===== config.mk =====
export PLATFORM = sky130hd
export DESIGN_NAME = reg_xfer_ctl_flat
export DESIGN_NICKNAME = d
export VERILOG_FILES = /design/src/rtl/reg_xfer_ctl_if.sv /design/src/rtl/reg_xfer_ctl.sv /design/src/flat_wrapper.sv
export SDC_FILE = /design/constraint.sdc
export NUM_CORES = 1
export LEC_CHECK = 0
export ABC_AREA = 1
export BUFFER_PORTS_ARGS = -buffer_cell sky130_fd_sc_hd__buf_4
export CAP_MARGIN = 20
export CORE_ASPECT_RATIO = 0.8
export CORE_MARGIN = 4
export CORE_UTILIZATION = 58
export CTS_CLUSTER_DIAMETER = 150
export CTS_CLUSTER_SIZE = 14
export DETAILED_ROUTE_END_ITERATION = 6
export HOLD_SLACK_MARGIN = 0.05
export PLACE_DENSITY_LB_ADDON = 0.05
export REMOVE_ABC_BUFFERS = 1
export SETUP_SLACK_MARGIN = 0.15
export SYNTH_ARGS = -nofsm -noshare
export SYNTH_HDL_FRONTEND = slang
export SYNTH_SLANG_ARGS = --single-unit
export TNS_END_PERCENT = 10

===== constraint.sdc =====
create_clock -name clk -period 3.35 [get_ports clk]
set_clock_uncertainty 0.2 [all_clocks]
set_input_delay 0.1675 -clock clk [delete_from_list [all_inputs] [get_ports clk]]
set_output_delay 0.1675 -clock clk [all_outputs]
set_load 0.02 [all_outputs]

===== src/rtl/reg_xfer_ctl_if.sv =====
// Command and register-file control bundle for reg_xfer_ctl.
// slave  : the transfer controller (accepts commands, drives register controls and bus).
// master : the environment (decode/timing unit, reg_control/reg_file).
// Signals: cmd_* handshake, hold_clk_wait stall, done/err completion, ctl_reg_* register
// selects/masks/strobes/gates, db_in/db_out/db_oe_* data-side bus.
interface reg_xfer_ctl_if;
    logic        cmd_valid;
    logic        cmd_ready;
    logic        cmd_op;
    logic [2:0]  cmd_src;
    logic [2:0]  cmd_dst;
    logic [1:0]  cmd_hilo;
    logic        hold_clk_wait;
    logic        done;
    logic        err;
    logic [1:0]  ctl_reg_gp_sel;
    logic [1:0]  ctl_reg_gp_hilo;
    logic        ctl_reg_gp_we;
    logic        ctl_reg_use_sp;
    logic        ctl_reg_sel_pc;
    logic        ctl_reg_sel_wz;
    logic        ctl_reg_sel_ir;
    logic [1:0]  ctl_reg_sys_hilo;
    logic        ctl_reg_sys_we_hi;
    logic        ctl_reg_sys_we_lo;
    logic        ctl_reg_in_hi;
    logic        ctl_reg_in_lo;
    logic        ctl_reg_out_hi;
    logic        ctl_reg_out_lo;
    logic [15:0] db_in;
    logic [15:0] db_out;
    logic        db_oe_hi;
    logic        db_oe_lo;

    modport slave (
        input  cmd_valid, cmd_op, cmd_src, cmd_dst, cmd_hilo, hold_clk_wait, db_in,
        output cmd_ready, done, err,
        output ctl_reg_gp_sel, ctl_reg_gp_hilo, ctl_reg_gp_we,
        output ctl_reg_use_sp, ctl_reg_sel_pc, ctl_reg_sel_wz, ctl_reg_sel_ir,
        output ctl_reg_sys_hilo, ctl_reg_sys_we_hi, ctl_reg_sys_we_lo,
        output ctl_reg_in_hi, ctl_reg_in_lo, ctl_reg_out_hi, ctl_reg_out_lo,
        output db_out, db_oe_hi, db_oe_lo
    );

    modport master (
        output cmd_valid, cmd_op, cmd_src, cmd_dst, cmd_hilo, hold_clk_wait, db_in,
        input  cmd_ready, done, err,
        input  ctl_reg_gp_sel, ctl_reg_gp_hilo, ctl_reg_gp_we,
        input  ctl_reg_use_sp, ctl_reg_sel_pc, ctl_reg_sel_wz, ctl_reg_sel_ir,
        input  ctl_reg_sys_hilo, ctl_reg_sys_we_hi, ctl_reg_sys_we_lo,
        input  ctl_reg_in_hi, ctl_reg_in_lo, ctl_reg_out_hi, ctl_reg_out_lo,
        input  db_out, db_oe_hi, db_oe_lo
    );
endinterface


===== src/rtl/reg_xfer_ctl.sv =====
// Register-to-register MOVE/SWAP micro-sequencer. Reads the source (and for SWAP the
// destination) through the register file into temporaries, then writes them back crosswise.
// Ports: clk, reset (synchronous, active-high), xfer (reg_xfer_ctl_if.slave bundle).
// Parameter SWAP_EN: 1 = SWAP supported, 0 = SWAP commands run as MOVE src->dst.
module reg_xfer_ctl #(
    parameter bit SWAP_EN = 1'b1
) (
    input  logic          clk,
    input  logic          reset,
    reg_xfer_ctl_if.slave xfer
);

    typedef enum logic [2:0] {StIdle, StRdS, StRdD, StWrD, StWrS, StFin} state_e;

    state_e      state_q, state_d;
    logic        op_q;
    logic [2:0]  src_q, dst_q;
    logic [1:0]  hilo_q;
    logic        err_q;
    logic [15:0] tmp_s_q, tmp_d_q;

    logic        accept;
    logic        hold;
    logic [2:0]  tgt;
    logic        active, rd, wr;
    logic [15:0] rd_base, rd_merge;

    assign hold   = xfer.hold_clk_wait;
    assign accept = (state_q == StIdle) && xfer.cmd_valid && !hold;

    // Source side is addressed in RD_S and WR_S, destination side otherwise.
    assign tgt    = (state_q == StRdS || state_q == StWrS) ? src_q : dst_q;
    assign rd     = (state_q == StRdS) || (state_q == StRdD);
    assign wr     = (state_q == StWrD) || (state_q == StWrS);
    assign active = rd || wr;

    // Only masked bytes are captured; the others keep their previous value.
    assign rd_base  = (state_q == StRdS) ? tmp_s_q : tmp_d_q;
    assign rd_merge = {hilo_q[1] ? xfer.db_in[15:8] : rd_base[15:8],
                       hilo_q[0] ? xfer.db_in[7:0]  : rd_base[7:0]};

    always_ff @(posedge clk) begin
        if (reset) begin
            state_q <= StIdle;
            op_q    <= 1'b0;
            src_q   <= 3'd0;
            dst_q   <= 3'd0;
            hilo_q  <= 2'b00;
            err_q   <= 1'b0;
            tmp_s_q <= 16'h0000;
            tmp_d_q <= 16'h0000;
        end else if (!hold) begin
            state_q <= state_d;
            if (accept) begin
                op_q   <= xfer.cmd_op & SWAP_EN;
                src_q  <= xfer.cmd_src;
                dst_q  <= xfer.cmd_dst;
                hilo_q <= xfer.cmd_hilo;
                err_q  <= (xfer.cmd_hilo == 2'b00);
            end
            if (state_q == StRdS) tmp_s_q <= rd_merge;
            if (state_q == StRdD) tmp_d_q <= rd_merge;
        end
    end

    always_comb begin
        state_d = state_q;
        unique case (state_q)
            StIdle: if (accept) state_d = (xfer.cmd_hilo == 2'b00) ? StFin : StRdS;
            StRdS:  state_d = op_q ? StRdD : StWrD;
            StRdD:  state_d = StWrD;
            StWrD:  state_d = op_q ? StWrS : StFin;
            StWrS:  state_d = StFin;
            StFin:  state_d = StIdle;
            default: state_d = StIdle;
        endcase
    end

    always_comb begin
        xfer.cmd_ready         = (state_q == StIdle);
        xfer.done              = (state_q == StFin) && !hold;
        xfer.err               = (state_q == StFin) && !hold && err_q;
        xfer.ctl_reg_gp_sel    = 2'd0;
        xfer.ctl_reg_gp_hilo   = 2'b00;
        xfer.ctl_reg_gp_we     = 1'b0;
        xfer.ctl_reg_use_sp    = 1'b0;
        xfer.ctl_reg_sel_pc    = 1'b0;
        xfer.ctl_reg_sel_wz    = 1'b0;
        xfer.ctl_reg_sel_ir    = 1'b0;
        xfer.ctl_reg_sys_hilo  = 2'b00;
        xfer.ctl_reg_sys_we_hi = 1'b0;
        xfer.ctl_reg_sys_we_lo = 1'b0;
        xfer.ctl_reg_in_hi     = 1'b0;
        xfer.ctl_reg_in_lo     = 1'b0;
        xfer.ctl_reg_out_hi    = 1'b0;
        xfer.ctl_reg_out_lo    = 1'b0;
        xfer.db_out            = 16'h0000;
        xfer.db_oe_hi          = 1'b0;
        xfer.db_oe_lo          = 1'b0;

        if (active) begin
            if (!tgt[2]) begin
                xfer.ctl_reg_gp_sel  = tgt[1:0];
                xfer.ctl_reg_gp_hilo = hilo_q;
            end else begin
                xfer.ctl_reg_sys_hilo = hilo_q;
                unique case (tgt[1:0])
                    2'd0: xfer.ctl_reg_use_sp = 1'b1;
                    2'd1: xfer.ctl_reg_sel_pc = 1'b1;
                    2'd2: xfer.ctl_reg_sel_wz = 1'b1;
                    2'd3: xfer.ctl_reg_sel_ir = 1'b1;
                    default: ;
                endcase
            end
        end

        if (rd) begin
            xfer.ctl_reg_out_hi = hilo_q[1];
            xfer.ctl_reg_out_lo = hilo_q[0];
        end

        if (wr) begin
            // WR_D carries the source value, WR_S the destination value.
            xfer.db_out   = (state_q == StWrD) ? tmp_s_q : tmp_d_q;
            xfer.db_oe_hi = hilo_q[1];
            xfer.db_oe_lo = hilo_q[0];
            // Strobes and in-gates must not fire while stalled, or a frozen write would repeat.
            if (!hold) begin
                xfer.ctl_reg_in_hi = hilo_q[1];
                xfer.ctl_reg_in_lo = hilo_q[0];
                if (!tgt[2]) begin
                    xfer.ctl_reg_gp_we = 1'b1;
                end else begin
                    xfer.ctl_reg_sys_we_hi = hilo_q[1];
                    xfer.ctl_reg_sys_we_lo = hilo_q[0];
                end
            end
        end
    end

endmodule


===== src/flat_wrapper.sv =====
// flat-port wrapper written by rule: the top's interface ports become plain ports
module reg_xfer_ctl_flat 
#(
    parameter bit SWAP_EN = 1'b1
)
  (clk, reset, xfer_cmd_valid, xfer_cmd_op, xfer_cmd_src, xfer_cmd_dst, xfer_cmd_hilo, xfer_hold_clk_wait, xfer_db_in, xfer_cmd_ready, xfer_done, xfer_err, xfer_ctl_reg_gp_sel, xfer_ctl_reg_gp_hilo, xfer_ctl_reg_gp_we, xfer_ctl_reg_use_sp, xfer_ctl_reg_sel_pc, xfer_ctl_reg_sel_wz, xfer_ctl_reg_sel_ir, xfer_ctl_reg_sys_hilo, xfer_ctl_reg_sys_we_hi, xfer_ctl_reg_sys_we_lo, xfer_ctl_reg_in_hi, xfer_ctl_reg_in_lo, xfer_ctl_reg_out_hi, xfer_ctl_reg_out_lo, xfer_db_out, xfer_db_oe_hi, xfer_db_oe_lo);
  reg_xfer_ctl_if xfer_i ();
  input  logic clk;
  input  logic reset;
  input wire logic [$bits(xfer_i.cmd_valid)-1:0] xfer_cmd_valid;
  input wire logic [$bits(xfer_i.cmd_op)-1:0] xfer_cmd_op;
  input wire logic [$bits(xfer_i.cmd_src)-1:0] xfer_cmd_src;
  input wire logic [$bits(xfer_i.cmd_dst)-1:0] xfer_cmd_dst;
  input wire logic [$bits(xfer_i.cmd_hilo)-1:0] xfer_cmd_hilo;
  input wire logic [$bits(xfer_i.hold_clk_wait)-1:0] xfer_hold_clk_wait;
  input wire logic [$bits(xfer_i.db_in)-1:0] xfer_db_in;
  output wire logic [$bits(xfer_i.cmd_ready)-1:0] xfer_cmd_ready;
  output wire logic [$bits(xfer_i.done)-1:0] xfer_done;
  output wire logic [$bits(xfer_i.err)-1:0] xfer_err;
  output wire logic [$bits(xfer_i.ctl_reg_gp_sel)-1:0] xfer_ctl_reg_gp_sel;
  output wire logic [$bits(xfer_i.ctl_reg_gp_hilo)-1:0] xfer_ctl_reg_gp_hilo;
  output wire logic [$bits(xfer_i.ctl_reg_gp_we)-1:0] xfer_ctl_reg_gp_we;
  output wire logic [$bits(xfer_i.ctl_reg_use_sp)-1:0] xfer_ctl_reg_use_sp;
  output wire logic [$bits(xfer_i.ctl_reg_sel_pc)-1:0] xfer_ctl_reg_sel_pc;
  output wire logic [$bits(xfer_i.ctl_reg_sel_wz)-1:0] xfer_ctl_reg_sel_wz;
  output wire logic [$bits(xfer_i.ctl_reg_sel_ir)-1:0] xfer_ctl_reg_sel_ir;
  output wire logic [$bits(xfer_i.ctl_reg_sys_hilo)-1:0] xfer_ctl_reg_sys_hilo;
  output wire logic [$bits(xfer_i.ctl_reg_sys_we_hi)-1:0] xfer_ctl_reg_sys_we_hi;
  output wire logic [$bits(xfer_i.ctl_reg_sys_we_lo)-1:0] xfer_ctl_reg_sys_we_lo;
  output wire logic [$bits(xfer_i.ctl_reg_in_hi)-1:0] xfer_ctl_reg_in_hi;
  output wire logic [$bits(xfer_i.ctl_reg_in_lo)-1:0] xfer_ctl_reg_in_lo;
  output wire logic [$bits(xfer_i.ctl_reg_out_hi)-1:0] xfer_ctl_reg_out_hi;
  output wire logic [$bits(xfer_i.ctl_reg_out_lo)-1:0] xfer_ctl_reg_out_lo;
  output wire logic [$bits(xfer_i.db_out)-1:0] xfer_db_out;
  output wire logic [$bits(xfer_i.db_oe_hi)-1:0] xfer_db_oe_hi;
  output wire logic [$bits(xfer_i.db_oe_lo)-1:0] xfer_db_oe_lo;
  assign xfer_i.cmd_valid = xfer_cmd_valid;
  assign xfer_i.cmd_op = xfer_cmd_op;
  assign xfer_i.cmd_src = xfer_cmd_src;
  assign xfer_i.cmd_dst = xfer_cmd_dst;
  assign xfer_i.cmd_hilo = xfer_cmd_hilo;
  assign xfer_i.hold_clk_wait = xfer_hold_clk_wait;
  assign xfer_i.db_in = xfer_db_in;
  assign xfer_cmd_ready = xfer_i.cmd_ready;
  assign xfer_done = xfer_i.done;
  assign xfer_err = xfer_i.err;
  assign xfer_ctl_reg_gp_sel = xfer_i.ctl_reg_gp_sel;
  assign xfer_ctl_reg_gp_hilo = xfer_i.ctl_reg_gp_hilo;
  assign xfer_ctl_reg_gp_we = xfer_i.ctl_reg_gp_we;
  assign xfer_ctl_reg_use_sp = xfer_i.ctl_reg_use_sp;
  assign xfer_ctl_reg_sel_pc = xfer_i.ctl_reg_sel_pc;
  assign xfer_ctl_reg_sel_wz = xfer_i.ctl_reg_sel_wz;
  assign xfer_ctl_reg_sel_ir = xfer_i.ctl_reg_sel_ir;
  assign xfer_ctl_reg_sys_hilo = xfer_i.ctl_reg_sys_hilo;
  assign xfer_ctl_reg_sys_we_hi = xfer_i.ctl_reg_sys_we_hi;
  assign xfer_ctl_reg_sys_we_lo = xfer_i.ctl_reg_sys_we_lo;
  assign xfer_ctl_reg_in_hi = xfer_i.ctl_reg_in_hi;
  assign xfer_ctl_reg_in_lo = xfer_i.ctl_reg_in_lo;
  assign xfer_ctl_reg_out_hi = xfer_i.ctl_reg_out_hi;
  assign xfer_ctl_reg_out_lo = xfer_i.ctl_reg_out_lo;
  assign xfer_db_out = xfer_i.db_out;
  assign xfer_db_oe_hi = xfer_i.db_oe_hi;
  assign xfer_db_oe_lo = xfer_i.db_oe_lo;
  reg_xfer_ctl #(.SWAP_EN(SWAP_EN)) u_core (.clk(clk), .reset(reset), .xfer(xfer_i));
endmodule

# Word-level counts from Yosys, hierarchy flattened
# Cells that the tools add are included.
[totals]
regBits = 45
input_bits = 29
out_inout_bits = 38
elab_cells = 80
[classes]
eq_ne = 9
n_mux = 46
n_bitwise = 1
n_reduce_logical = 16
[ops]
columns = ["operator", "n"]
rows = [
  ["16-bit two-way mux", 3],
  ["1-bit two-way mux", 31],
  ["8-bit two-way mux", 2],
  ["3-bit case mux with 5 select lines", 1],
  ["2-bit two-way mux", 6],
  ["3-bit two-way mux", 3],
  ["2-bit AND reduction", 4],
  ["3-bit by 2-bit == test with 1-bit output, second input constant", 2],
  ["3-bit == test, second input constant", 2],
  ["2-bit == test, second input constant", 2],
  ["1-bit logical AND", 4],
  ["2-bit zero test", 2],
  ["1-bit logical OR", 4],
  ["3-bit by 1-bit == test with 1-bit output, second input constant", 1],
  ["3-bit zero test", 1],
  ["2-bit by 1-bit == test with 1-bit output, second input constant", 1],
  ["2-bit by 1-bit inequality test with 1-bit output, second input constant", 1],
  ["1-bit zero test", 1],
  ["1-bit inverter", 1],
]

# Longest topological paths before layout
# Gate-level depths: netlist of run 1.
[logic_depth]
word_depth = 7
depth_mapped = 8
depth_no_buf = 8

# Least setup slack after synthesis of run 1
# Ideal clock, no wire load.
[synth_timing]
kind = "register to output"
startpoint = "register u_core.state_q[2]"
endpoint = "output xfer_err"
arrival_time_ns = 1.506
required_ns = 2.982
setup_slack_ns = 1.477
stages_incl_launch_ff = 5
path_buffers = 1
path_cell_list = "dfxtp_1 -> inv_2 -> clkbuf_1 -> nor3_1 -> and2_1"
[synth_between]
elab_chain_cells = 3
[synth_rtl]
columns = ["element", "line", "source"]
rows = [
  ["start, declared", "reg_xfer_ctl.sv:15", "state_e state_q, state_d;"],
  ["start signal, assigned", "reg_xfer_ctl.sv:44", "state_q <= StIdle;"],
  ["start signal, assigned", "reg_xfer_ctl.sv:53", "state_q <= state_d;"],
  ["3-bit == test", "-", ""],
  ["1-bit logical AND", "-", ""],
  ["via xfer_done", "flat_wrapper.sv:18", "output wire logic [$bits(xfer_i.done)-1:0] xfer_done;"],
  ["1-bit logical AND", "reg_xfer_ctl.sv:82", "xfer.err = (state_q == StFin) && !hold && err_q;"],
  ["end, declared", "flat_wrapper.sv:19", "output wire logic [$bits(xfer_i.err)-1:0] xfer_err;"],
]
# The timed path passes the listed nets, and every way through them passes these cells.

# Final worst setup path of run 1
[layout_timing]
startpoint = "register u_core.state_q[2]"
endpoint = "output xfer_ctl_reg_gp_sel[1]"
[layout_between]
elab_chain_cells = 5
elab_cells_between_ends = 11
classes_between = "eq/ne (4); mux (3); reduce/logical (4)"
[layout_rtl]
columns = ["element", "line", "source"]
rows = [
  ["3-bit by 1-bit == test with 1-bit output / 3-bit == test (equally long branches)", "reg_xfer_ctl.sv:32, reg_xfer_ctl.sv:33, reg_xfer_ctl.sv:34", ""],
  ["1-bit logical OR", "reg_xfer_ctl.sv:32", "assign tgt = (state_q == StRdS || state_q == StWrS) ? src_q : dst_q;"],
  ["3-bit two-way mux", "reg_xfer_ctl.sv:32", ""],
  ["2-bit two-way mux", "reg_xfer_ctl.sv:102", "if (!tgt[2]) begin"],
  ["2-bit two-way mux *", "reg_xfer_ctl.sv:101", "if (active) begin"],
  ["end, declared", "flat_wrapper.sv:20", "output wire logic [$bits(xfer_i.ctl_reg_gp_sel)-1:0] xfer_ctl_reg_gp_sel;"],
]
# Every way passes the cells marked *; elsewhere a longest branch is shown, timed or not.

==> impl_metrics.ini, run 1 <==
[run_status]
status = completed

[placement]
globalplace.congestion = 0.806
io_buffers = 66
placed_area_sq_um = 3180
hpwl_um = 5030
place_ws_ns = 0.984

[setup_path]
worstPathRequired_ns = 2.98
r2r_slack_ns = 1.15
r2r_cells = 5
cp_max_fo = 25
cp-start-kind = flip-flop
crit_arrival_ns = 2.38
r2r_start = u_core.state_q[2]
r2r-end = u_core.err_q
crit_path_end_kind = primary output
worstSetupPathType = flip-flop to primary output

[clocking]
cts_tree = yes
cts_hold_buf = 27
cts_root_buf = clkbuf_8
cts_buffer_depth = 2
cts_buffers = 5
postCtsSetupBuffers = 0
htree_levels = 2
cts_num_sinks = 45
cts-resized-gates = 0
clk_latency_ns = 0.30
clk_pin_slew_worst_paths_ns = 0.08

[worst_hold_path]
hp-class = input pin to flip-flop
min_from = xfer_cmd_valid
min_to = u_core.state_q[1]
hold_path_depth = 5

[timing]
clock.fmax_mhz = 364
fin_tns_setup_ns = 0
hold_viol = 0
setup_viol = 0
worst_pin_slew_ns = 0.680
min_period_ns = 2.74
layout_setup_ws_ns = 0.606
maxSlewViolCount = 0
rsz0062_at_grt = no
slew_headroom_pct = 54.6
finalCritPeriodShare_pct = 81.9

[floorplan]
die_y_um = 69.2
num_io_pins = 67
die_area_sq_um = 5840
die_x_um = 84.5
core_area_sq_um = 4340
start_util_pct = 62.6
fp-row-count = 21

[finish]
drive_gt1_share_pct = 19.3
design_area_sq_um = 3580
register_area_sq_um = 901
area_growth_pct = 32.1
diodes = 0
fin_nets = 550
fillCellCount = 313
multi_input_area_sq_um = 1370

[global_route]
use_met2_pct = 45.2
top_usage_layer = met2
grt_max_degree = 36
grt.overflow.total = 0
grt_pass1_wl_um = 13200
grt_use_met3_pct = 5.24
antenna_found_initial = 0
met1_usage_pct = 35.4
grt_use_total_pct = 26.9
grt_pass1_vias = 2936

[yosys]
postSynth.asyncResetShare_pct = 0
ys_top_cells_by_area = dfxtp_1 (33%), nand3_1 (13%), nand2_1 (12%)
synth_area_per_cell_sq_um = 6.15
post-synth-top-count-cell = nand2_1
synth_top_area_share_pct = 33.2
synth-edff-count = 0
synthTopCellsByCount = nand2_1 (89), inv_1 (78), nand3_1 (73), a21oi_1 (45), dfxtp_1 (45)
synth_cell_type_count = 23
ys_ff_latch = 45
yosysTopAreaCell = dfxtp_1
ys_seq_area_share_pct = 33.2
synth-main-ff-cell = dfxtp_1
synthCells = 441
yosys_warnings = 0
syn-cell-area_sq_um = 2710

[detailed_routing]
drt_pass1_iterations = 5
totalWireLength_um = 7910
drtIter0Drc = 275
wl_per_cell_um = 13.7
route.detailed.drc = 0
vias = 3127
via_per_inst = 5.40
final_antenna_net_count = 0

[pwr]
power.density_nw_per_um2 = 398
vdd_drop_max_v = 0.000304
p_leak_nw = 1.79

[flow_run]
drv_cap = 0
## stage by stage
stage	total power [mW]	hold slack, ns	instances	util [%]
floorplan	0.802	0.0366	418	-
global placement	0.907	0.220	544	73.3
detailed placement	0.914	0.229	544	73.3
CTS	1.42	0.0601	579	82.6
global route	1.49	0.0881	579	82.6
finish	1.43	0.0667	579	82.6
## where the power goes
part	leakage (nW)	switching, mW	total, mW	internal, mW
clock	0.0681	0.191	0.487	0.297
combinational	1.35	0.222	0.352	0.130
sequential	0.366	0.0219	0.588	0.567
## cell usage in the layout (no fill, tap or decap)
cell type	n
inv_4	1
o21ai_1	1
buf_4	69
nand2_1	89
dfxtp_1	45
o21ai_0	28
nor2_1	30
nor2_4	3
a21oi_1	45
clkinv_2	1
nand2_2	2
inv_2	5
bufinv_16	2
inv_1	78
clkbuf_8	5
nand3_1	73
dlygate4sd3_1	27
nand3_2	2
nor3_1	3
nor2_2	1
a21oi_2	10
and2_1	1
nand4_1	1
## worst max-delay path by stage
stage                            from                       to  slack (ns)  cells after the start
finish              u_core.state_q[2]   xfer_ctl_reg_gp_sel[1]        0.61                      8
global route        u_core.state_q[2]  xfer_ctl_reg_gp_hilo[1]        0.38                      8
CTS                 u_core.state_q[2]           xfer_db_out[6]        0.65                      7
detailed placement  u_core.state_q[2]           xfer_db_out[6]        0.98                      7
global placement    u_core.state_q[2]           xfer_db_out[0]        1.04                      7
floorplan           u_core.state_q[2]   xfer_ctl_reg_sys_we_hi        1.22                      7
## registers in the layout, summed over array words and instances (netlist names)
register	count
u_core.op_q	1
u_core.src_q	3
u_core.tmp_d_q	16
u_core.state_q	3
u_core.err_q	1
u_core.hilo_q	2
u_core.tmp_s_q	16
u_core.dst_q	3
## cell type report
class,instances,share of cell area [%]
timing repair buffer,96,22.0
multi-input combinational,289,38.2
clock inverter,3,1.82
sequential,45,25.1
clock buffer,5,1.92
tap,57,1.99
inverter,84,8.87
## per-layer routing
| layer | up-vias | share of wire (%) | wire length (um) |
|---|---|---|---|
| li1 | 1548 | - | - |
| met1 | 1405 | 43 | 3410 |
| met2 | 163 | 47 | 3740 |
| met3 | 11 | 8.7 | 691 |
| met4 | 0 | 0.89 | 70 |
| met5 | - | 0 | 0 |
## critical path: stages, from the launching register on
cell and delay, ns:
dfxtp_1 0.34, inv_2 0.35, nand3_1 0.17, nand2_1 0.47
inv_1 0.19, nand2_2 0.16, nand2_1 0.13, nor2_1 0.12
buf_4 0.15
## kinds of logic (layout without fill, tap and decap cells)
| family | count (synthesis) | in the layout | share of synthesized area, % |
|---|---|---|---|
| flip-flops | 45 | 45 | 33.2 |
| AO/OA/AOI/OAI | 84 | 84 | 16.9 |
| buffers and inverters | 107 | 188 | 16.3 |
| AND/OR/NAND/NOR | 205 | 205 | 33.6 |
No activity file was read; power rests on OpenSTA's default activity.
==> run 2, diff against run 1 <==
Settings changed: CORE_UTILIZATION 58 to 48.
Clock period 3.35 ns to 2.3 ns, I/O delays scaled along.
==> impl_metrics.ini, run 2 (synthesis results as in run 1) <==
[timing]
slew_headroom_pct = 62.6
finalCritPeriodShare_pct = 88.5
rsz0062_at_grt = no
min_period_ns = 2.04
worst_pin_slew_ns = 0.560
hold_viol = 0
maxSlewViolCount = 0
clock.fmax_mhz = 491
fin_tns_setup_ns = 0
setup_viol = 0

[finish]
reg.largest.list = u_core.tmp_d_q x16, u_core.tmp_s_q x16
diodes = 0
fin_nets = 563
area_growth_pct = 37.1
stdcell_count = 613
drive_gt1_share_pct = 22.1
final_cell_mix = nand2_1 (86), buf_4 (78), inv_1 (77), nand3_1 (73), a21oi_1 (45)
final_common_cell = nand2_1
final_core_util_pct = 68.0

[detailed_routing]
totalWireLength_um = 8080
drtIter0Drc = 159
final_antenna_net_count = 0
wl_per_cell_um = 13.2
via_per_inst = 5.08
vias = 3117
drt_pass1_iterations = 7
route.detailed.drc = 3

[global_route]
grt_max_degree = 33
antenna_found_initial = 0
grt_pass1_vias = 2965
grt.overflow.total = 0
grt_pass1_wl_um = 13500
grt_use_total_pct = 24.1

[pwr]
vdd_drop_max_v = 0.000290
switching_power_uw = 636
p_total_mw = 1.89
clkPwrFrac_pct = 25.8
swShare_pct = 33.6
p_leak_nw = 1.84
sequentialPowerShare_pct = 45.0
power.density_nw_per_um2 = 509
combPwrFrac_pct = 29.2
cell_internal_pwr_mw = 1.26

[floorplan]
start_util_pct = 49.6
core_area_sq_um = 5470
die_area_sq_um = 6930
die_x_um = 92.1
die_y_um = 75.2
num_io_pins = 67
fp-row-count = 24

[flow_run]
drv_cap = 0

[setup_path]
critical_path.endpoint = xfer_ctl_reg_gp_hilo[0]
cp-startpoint = u_core.state_q[2]
crit_path_end_kind = primary output
r2r_start = u_core.state_q[2]
r2r_slack_ns = 0.41
cp_max_fo = 15
cp-start-kind = flip-flop
crit_arrival_ns = 1.72
worstSetupPathType = flip-flop to primary output
r2r_cells = 7
r2r-end = u_core.state_q[1]
worstPathRequired_ns = 1.99

[clocking]
clk_latency_ns = 0.30
cts_buffers = 5
clk_pin_slew_worst_paths_ns = 0.08
cts_root_buf = clkbuf_8
cts_num_sinks = 45
cts_buffer_depth = 2
htree_levels = 2
cts_tree = yes

[placement]
hpwl_um = 5430
dpl.cell_count = 573
io_buffers = 66
globalplace.congestion = 0.853

[run_status]
violations = design-rule violations
status = complete, but fails checks

[worst_hold_path]
hp-class = input pin to flip-flop
==> run 2: metal layers <==
layer / vias to the layer above / global-route usage (%) / part of all wire, % / routed length (um)
met5: - / 0 / 0 / 0
met4: 0 / 8.57 / 1.1 / 89
met3: 8 / 5.29 / 7.4 / 594
met2: 113 / 39.8 / 47 / 3800
met1: 1415 / 31.7 / 44 / 3590
li1: 1581 / - / - / -
==> run 2: layout make-up <==
type,count,area [sq um]
fill,502,1750
clock buffer,6,72.6
multi-input combinational,289,1400
tap,78,97.6
clock inverter,2,10.0
timing repair buffer,109,911
inverter,84,323
sequential,45,910
==> run 2: how the worst min path moves through the flow <==
| stage | startpoint | end | cells after the start |
|---|---|---|---|
| final | xfer_cmd_valid | u_core.state_q[0] | 6 |
| after global routing | xfer_cmd_valid | u_core.src_q[0] | 4 |
| after CTS | xfer_cmd_valid | u_core.state_q[0] | 6 |
| after detailed placement | xfer_cmd_op | u_core.op_q | 3 |
| after global placement | xfer_cmd_dst[1] | u_core.dst_q[1] | 3 |
| after floorplan | reset | u_core.err_q | 1 |
==> run 2: timing repair <==
action                                  4_1_cts  5_1_grt
buffers inserted                              0        3
pin swaps                                     0        1
hold endpoints to repair                     44        0
endpoints found under the setup margin       21       22
resized for setup                             5       11
hold buffers                                 29        0
==> run 2: per-stage QoR <==
step | hold slack, ns | instance area, sq um | setup WS [ns]
6_report | 0.0837 | 3720 | 0.264
3_3_place_gp | 0.163 | 3280 | 0.385
3_5_place_dp | 0.176 | 3280 | 0.349
2_1_floorplan | -0.0159 | 2590 | 0.227
4_1_cts | 0.0707 | 3660 | 0.150
5_1_grt | 0.134 | 3720 | 0.149
==> run 2: power groups by stage <==
stage	sequential, mW	clock [mW]	combinational, mW
after global routing	0.856	0.527	0.622
after global placement	0.865	0	0.482
after floorplan	0.864	0	0.304
after detailed placement	0.865	0	0.486
after CTS	0.849	0.495	0.531
final	0.851	0.488	0.553
==> run 2: worst max-delay path: stages, from the launching register on <==
cell and delay [ns]:
dfxtp_4 0.37, clkinv_4 0.10, buf_8 0.16, nand3_2 0.11
nand2_2 0.12, inv_2 0.06, nand2_2 0.08, nand2_1 0.11
nor2_1 0.13, buf_4 0.16
